File: config.mk
export PLATFORM = sky130hd
export DESIGN_NAME = butterfly_r2_cfg
export DESIGN_NICKNAME = d
export VERILOG_FILES = /design/src/rtl/butterfly_r2_cfg.sv
export SDC_FILE = /design/constraint.sdc
export NUM_CORES = 2
export LEC_CHECK = 0
export CORE_MARGIN = 1
export CORE_UTILIZATION = 48
export DETAILED_ROUTE_END_ITERATION = 8
export PLACE_DENSITY_LB_ADDON = 0.05
export SYNTH_ARGS = -nofsm -noshare
export SYNTH_HDL_FRONTEND = slang
export SYNTH_HIERARCHICAL = 1
export SYNTH_SLANG_ARGS = --single-unit
File: constraint.sdc
create_clock -name clk -period 4.4 [get_ports clk]
set_clock_uncertainty 0.1 [all_clocks]
set_input_delay 1.1 -clock clk [delete_from_list [all_inputs] [get_ports clk]]
set_output_delay 1.1 -clock clk [all_outputs]
set_load 0.01 [all_outputs]
File: src/rtl/butterfly_r2_cfg.sv
// Radix-2 DIT butterfly with a 3-stage valid/ready pipeline: P = A + W'B, Q = A - W'B.
// W' = conj(W) when inv is set. Optional rounding, divide-by-2 scaling, saturate or wrap, sticky ovf.

module butterfly_r2_cfg_sat #(
  parameter int DW    = 16,
  parameter int ROUND = 1,
  parameter int SAT   = 1
) (
  input  logic signed [DW+1:0] i_x,
  input  logic                 i_scale,
  output logic [DW-1:0]        o_y,
  output logic                 o_ovf
);
  // One extra bit so the +1 rounding term cannot wrap before the shift.
  localparam int XW = DW + 3;
  localparam logic signed [XW-1:0] RC   = (ROUND != 0) ? XW'(1) : XW'(0);
  localparam logic signed [XW-1:0] MAXV = (XW'(1) <<< (DW-1)) - XW'(1);
  localparam logic signed [XW-1:0] MINV = -(XW'(1) <<< (DW-1));

  logic signed [XW-1:0] w_x, w_s;
  logic                 w_hi, w_lo;

  assign w_x   = XW'(i_x);
  assign w_s   = i_scale ? ((w_x + RC) >>> 1) : w_x;
  assign w_hi  = w_s > MAXV;
  assign w_lo  = w_s < MINV;
  assign o_ovf = w_hi | w_lo;

  always_comb begin
    o_y = w_s[DW-1:0];
    if (SAT != 0 && w_hi)      o_y = MAXV[DW-1:0];
    else if (SAT != 0 && w_lo) o_y = MINV[DW-1:0];
  end
endmodule

module butterfly_r2_cfg #(
  parameter int DW    = 16,
  parameter int TW    = 16,
  parameter int ROUND = 1,
  parameter int SAT   = 1
) (
  input  logic                 clk,
  input  logic                 rst_n,
  input  logic                 in_valid,
  output logic                 in_ready,
  input  logic                 inv,
  input  logic                 scale,
  input  logic signed [DW-1:0] ar,
  input  logic signed [DW-1:0] ai,
  input  logic signed [DW-1:0] br,
  input  logic signed [DW-1:0] bi,
  input  logic signed [TW-1:0] wr,
  input  logic signed [TW-1:0] wi,
  output logic signed [DW-1:0] pr,
  output logic signed [DW-1:0] pi,
  output logic signed [DW-1:0] qr,
  output logic signed [DW-1:0] qi,
  output logic                 out_valid,
  input  logic                 out_ready,
  output logic                 ovf,
  input  logic                 ovf_clr
);
  localparam int STAGES = 3;
  localparam int PW     = DW + TW + 1;
  localparam int SW     = DW + TW + 2;
  localparam int D2     = DW + 2;
  localparam logic signed [SW-1:0] RC = (ROUND != 0) ? (SW'(1) <<< (TW-2)) : SW'(0);

  typedef struct packed {
    logic signed [DW-1:0] a_re;
    logic signed [DW-1:0] a_im;
    logic                 scale;
    logic signed [PW-1:0] rr;
    logic signed [PW-1:0] ii;
    logic signed [PW-1:0] ri;
    logic signed [PW-1:0] ir;
  } s1_t;

  typedef struct packed {
    logic signed [D2-1:0] a_re;
    logic signed [D2-1:0] a_im;
    logic                 scale;
    logic signed [D2-1:0] wb_re;
    logic signed [D2-1:0] wb_im;
  } s2_t;

  logic [STAGES:1]         r_vld_pipe;
  s1_t                     r_s1, w_s1;
  s2_t                     r_s2, w_s2;
  logic [3:0][DW-1:0]      r_out;
  logic                    r_ovf;
  logic                    w_adv;
  logic signed [TW:0]      w_wi_ext, w_wi_eff;
  logic signed [SW-1:0]    w_re, w_im;
  logic [3:0][D2-1:0]      w_pq;
  logic [3:0][DW-1:0]      w_y;
  logic [3:0]              w_ovf;

  // The whole pipe freezes while the output is held; bubbles are not collapsed.
  assign w_adv    = !(r_vld_pipe[STAGES] && !out_ready);
  assign in_ready = w_adv;

  // Widen before negating so -2^(TW-1) conjugates to +2^(TW-1) exactly.
  assign w_wi_ext = {wi[TW-1], wi};

  always_comb begin
    w_wi_eff   = inv ? -w_wi_ext : w_wi_ext;
    w_s1       = '0;
    w_s1.a_re  = ar;
    w_s1.a_im  = ai;
    w_s1.scale = scale;
    w_s1.rr    = PW'(wr) * PW'(br);
    w_s1.ii    = PW'(w_wi_eff) * PW'(bi);
    w_s1.ri    = PW'(wr) * PW'(bi);
    w_s1.ir    = PW'(w_wi_eff) * PW'(br);
  end

  always_comb begin
    w_re       = SW'(r_s1.rr) - SW'(r_s1.ii);
    w_im       = SW'(r_s1.ri) + SW'(r_s1.ir);
    w_s2       = '0;
    w_s2.a_re  = D2'(r_s1.a_re);
    w_s2.a_im  = D2'(r_s1.a_im);
    w_s2.scale = r_s1.scale;
    w_s2.wb_re = D2'((w_re + RC) >>> (TW-1));
    w_s2.wb_im = D2'((w_im + RC) >>> (TW-1));
  end

  assign w_pq[0] = r_s2.a_re + r_s2.wb_re;
  assign w_pq[1] = r_s2.a_im + r_s2.wb_im;
  assign w_pq[2] = r_s2.a_re - r_s2.wb_re;
  assign w_pq[3] = r_s2.a_im - r_s2.wb_im;

  for (genvar g = 0; g < 4; g++) begin : g_sat
    butterfly_r2_cfg_sat #(.DW(DW), .ROUND(ROUND), .SAT(SAT)) u_sat (
      .i_x    (w_pq[g]),
      .i_scale(r_s2.scale),
      .o_y    (w_y[g]),
      .o_ovf  (w_ovf[g])
    );
  end

  always_ff @(posedge clk or negedge rst_n) begin
    if (!rst_n) begin
      r_vld_pipe <= '0;
      r_s1       <= '0;
      r_s2       <= '0;
      r_out      <= '0;
      r_ovf      <= 1'b0;
    end else begin
      if (w_adv) begin
        r_vld_pipe <= {r_vld_pipe[STAGES-1:1], in_valid};
        if (in_valid)      r_s1  <= w_s1;
        if (r_vld_pipe[1]) r_s2  <= w_s2;
        if (r_vld_pipe[2]) r_out <= w_y;
      end
      // A fresh overflow outranks a same-cycle clear.
      if (w_adv && r_vld_pipe[2] && (|w_ovf)) r_ovf <= 1'b1;
      else if (ovf_clr)                        r_ovf <= 1'b0;
    end
  end

  assign pr        = r_out[0];
  assign pi        = r_out[1];
  assign qr        = r_out[2];
  assign qi        = r_out[3];
  assign out_valid = r_vld_pipe[STAGES];
  assign ovf       = r_ovf;
endmodule

After elaboration in Yosys (flattened, before gate mapping). Cells that the tools add are included.

Add/sub/neg operators: 13. $mul: 4. Order comparisons: 8. Mux-type cells: 15. Bitwise logic cells: 5. Reductions and logical operators: 10.

Operator list (number): two-way mux 16 bit (8); adder 18 x 2 -> 19 bit, second input constant (4); greater-than comparator 19 x 16 -> 1 bit, second input constant (4); less-than comparator 19 x 16 -> 1 bit, second input constant (4); two-way mux 19 bit (4); adder 33 x 16 -> 33 bit, second input constant (2); multiplier 17 x 16 -> 33 bit (2); multiplier 16 x 16 -> 32 bit (2); adder 16 x 18 -> 18 bit (2); subtractor 16 x 18 -> 18 bit (2); adder 32 x 33 -> 33 bit (1); subtractor 32 x 33 -> 33 bit (1); two-way mux 17 bit (1); negation 16 -> 17 bit (1); AND reduction 2 bit (3); OR 1 bit (4); OR reduction 4 bit (1); logical AND 1 bit (3); logical NOT 1 bit (2); two-way mux 1 bit (2); nonzero test 2 bit (1); inverter 1 bit (1).

Bits in registers: 300. Output and inout bits: 67. Logic and storage cells: 73.

Longest topological paths before layout.
Word-level depth: 8. Mapped depth: 31. Gate-level depth less buffers: 30.

Modules after synthesis. The synthesis kept the hierarchy.

Modules (own cells, without submodules): butterfly_r2_cfg (times used 1, cells an instance 6400, area an instance 57739.1 um2, sequential area each 7507.2 um2); butterfly_r2_cfg_sat (times used 4, cells an instance 130, area an instance 903.4 um2, sequential area each 0.0 um2).

Worst setup path after synthesis. OpenSTA, ideal clock, no wires.

Path kind: in2reg. From: in wi[8]. To: reg r_s1[98] (netlist bit). Setup time: 136 ps. Arrival time: 7904 ps. Path slack: -3740 ps. Stages: 26. Path through: or4_1 > or3_1 > o311ai_1 > o21ai_1 > clkbuf_1 > clkbuf_1 > nand2_1 > fa_1 > fa_1 > inv_1 > fa_1 > fa_1 > fa_1 > inv_1 > fa_1 > inv_1 > ha_1 > a21oi_1 > o21bai_1 > a221oi_1 > o21ai_0 > a41oi_1 > o211ai_1 > a31oi_1 > xnor2_1 > o21ai_0.

Longest elaborated chain between the ends: 3.

RTL lines: start, declared (RTL line 53) `input logic signed [TW-1:0] wi,`; negation 16 -> 17 bit (RTL line 107) `w_wi_eff = inv ? -w_wi_ext : w_wi_ext;`; two-way mux 17 bit * (RTL line 107); multiplier 17 x 16 -> 33 bit * (RTL line 113) `w_s1.ii = PW'(w_wi_eff) * PW'(bi);`; end signal, assigned (RTL line 153) `if (in_valid) r_s1 <= w_s1;`; end, declared (RTL line 88) `s1_t r_s1, w_s1;`.

Mark *: on every way between the ends. The rest lies on a longest branch, timed or not. A chain may end at the register's enable or synchronous reset.

Final worst setup path.
From: in wi[6]. To: reg r_s1[97] (netlist bit).

The elaborated chain is that of the path after synthesis.

==> flow_summary.json <==
{
  "status": "complete, but fails checks",
  "violations": "negative setup slack",
  "cts.reportedPaths.clkPinSlew_ps": 60,
  "cp_slowest_stage_delay_ps": 540,
  "grt_max_degree": 94,
  "postSynthCellCount": 6920,
  "seq_area_frac_synth_pct": 12.24,
  "grt_pass1_wl_mm": 295.1,
  "setup_violations": 107,
  "dp_hpwl_mm": 148.8,
  "io_buffer_count": 169,
  "drtIter0Drc": 2856,
  "setup_tns_ps": -221970,
  "critPathKind": "primary input to register",
  "worstMarginPinSlew_ps": 966.5,
  "met2_usage_pct": 49.69,
  "cts_buffers": 36,
  "ys_types": 101,
  "fmax_ghz": 0.1307,
  "num_rows": 130,
  "die_y_um": 359.5,
  "synth_seq_cells": 300,
  "antenna_found_initial": 3,
  "synthTopCellsByCount": "1400 x inv_1, 1080 x fa_1, 1066 x nand2_1",
  "critPathCaptureType": "register",
  "worstPathMaxFanout": 9,
  "crit_arrival_ps": 8020,
  "period_needed_ps": 7654,
  "drv_cap": 0,
  "synth_area_mm2": 0.06135,
  "max-slew-margin-rel_pct": 35.56,
  "vias": 50508,
  "setup_slack_ps": -3254,
  "drive_gt1_share_pct": 28.43,
  "fill_cells": 10735,
  "synth_flop_cell": "dfrtp_1",
  "synth_nets": 8630,
  "dieArea_mm2": 0.1293,
  "cts-root-buf": "clkbuf_16",
  "synth_area_per_cell_um2": 8.866,
  "die_x_um": 359.5,
  "cts_buffer_depth": 3,
  "first_global_vias": 52891,
  "synth_top_area_cell": "fa_1",
  "wirelength_mm": 187.7,
  "fin_cells": 9664,
  "busiest_layer": "met2",
  "dr.pass1.iters": 6,
  "synth.area.top_cells": "fa_1 35%, dfrtp_1 12%, ha_1 11%, inv_1 8.6%, nand2_1 6.5%",
  "drtAntennaViolNets": 0,
  "n_antenna_cell": 0,
  "met1_usage_pct": 39.65,
  "fin_crit_sh_pct": 174.0,
  "synth.most_common_cell": "inv_1",
  "grt_remaining_overflow": 0,
  "rsz0062_at_grt": "true",
  "io_pins": 170,
  "clk_latency_ps": 590,
  "post_drt_wl_per_cell_um": 19.42,
  "htreeDepth": 2,
  "drc": 0,
  "min_path_type": "register to register",
  "placeableCoreArea_mm2": 0.1262,
  "gp_congestion": 0.9402,
  "start_kind": "primary input",
  "drv_slew": 0,
  "hold_viol": 0,
  "dp.cells": 9315,
  "whs_ps": 367.1,
  "rrSetupSlack_ps": 120,
  "ys_warn_count": 6,
  "area_growth_pct": 32.19,
  "met3_usage_pct": 2.530,
  "synth_edf_count": 0,
  "cts_num_sinks": 300,
  "start_util_pct": 48.61,
  "netlist.area_leader.share_pct": 35.24,
  "cts_tree": "done",
  "grt_usage_pct": 29.11,
  "async_flop_share_pct": 100.0,
  "via_per_inst": 5.226,
  "path_common_cell": "fa_1",
  "cpMaxStageDelayCell": "or4_4",
  "worstPathRequired_ps": 4760,
  "nets": 9698,
  "final_core_util_pct": 64.25
}
metrics by stage:
step | cell area [µm²] | worst slack, ps
after floorplan | 63810 | -3408
after global placement | 73070 | -4297
after detailed placement | 73070 | -4349
after CTS | 78270 | -3294
after global routing | 81100 | -3481
final | 81100 | -3254
state kept, by name, indices dropped and copies added (netlist names):
register and cells:
pi 16, r_s2 69, pr 16, r_s1 163, qr 16, qi 16, ovf 1, r_vld_pipe 3
per-layer routing:
metal | wire [µm] | up-vias | part of all wire, %
met5 | 18 | - | 0.0096
met4 | 7510 | 2 | 4.0
met3 | 8641 | 277 | 4.6
met2 | 90930 | 1152 | 48
met1 | 80570 | 25498 | 43
li1 | - | 23579 | -
cell type report:
type                       count  area, µm²  area share [%]
clock inverter                11      158.9          0.1959
multi-input combinational   4900      51780           63.84
sequential                   300       7515           9.266
tap                         1650       2064           2.546
clock buffer                  53       1097           1.353
timing repair buffer        1349      13220           16.30
inverter                    1401       5271           6.500
cell families (layout without fill, tap and decap cells):
group | Yosys count | in the layout | share of synthesized area (%)
and+or+nand+nor | 2064 | 2064 | 16.13
DFF | 300 | 300 | 12.24
muxes | 92 | 92 | 1.670
AOI/OAI and AO/OA | 900 | 900 | 9.673
adders and majority gates | 1607 | 1607 | 45.99
xor gates and xnor gates | 237 | 237 | 3.383
buffers and inverters | 1720 | 2814 | 10.92
cells in the final DEF (no fill, tap or decap), drive strengths merged, types with 10 or more instances in the layout:
master / count
or3: 27
or2: 10
xor2: 82
nor2: 177
a31oi: 44
fa: 1080
nand2: 1066
a211o: 11
o211ai: 37
a21o: 62
xnor2: 155
a31o: 12
dfrtp: 300
nor2b: 26
mux2i: 21
nand2b: 58
inv: 1403
buf: 1208
a211oi: 46
a21boi: 21
o21ai: 244
o21bai: 32
a311oi: 10
clkbuf: 66
o21a: 30
nor3: 64
ha: 527
o22ai: 42
and2: 453
nand3: 80
and3: 29
a21oi: 201
nor4: 10
nand4: 34
o32ai: 12
o41ai: 11
o31ai: 27
clkdlybuf4s50: 112
mux2: 71
critical path, delay by kind of cell:
family / cells / cell delay, ps
AOI/OAI and AO/OA: 10 / 1720
and+or+nand+nor: 4 / 1300
adders and majority gates: 7 / 3210
buffers and inverters: 7 / 650
repair_timing:
action                     4_1_cts  5_1_grt
hold buffers                     0        0
gates resized for setup        756      540
buffers inserted               197      122
pin swaps                      433      471
cloned                          12        6
setup endpoints to repair      143      170
path summary, 6_finish.rpt:
path | startpoint | to | cells after the start
min in group asynchronous | rst_n | r_s2[56] | 1
hold / removal | r_s1[152] | r_s2[58] | 2
hold reg to reg | r_s1[152] | r_s2[58] | 2
setup reg to reg | r_s2[18] | pr[12] | 22
setup / recovery | wi[6] | r_s1[97] | 28
max in group asynchronous | rst_n | r_s2[0] | 2
Power is left out: the tool's default activity adds up to more than one toggle a clock period on the data nets, which glitch-free logic cannot reach.
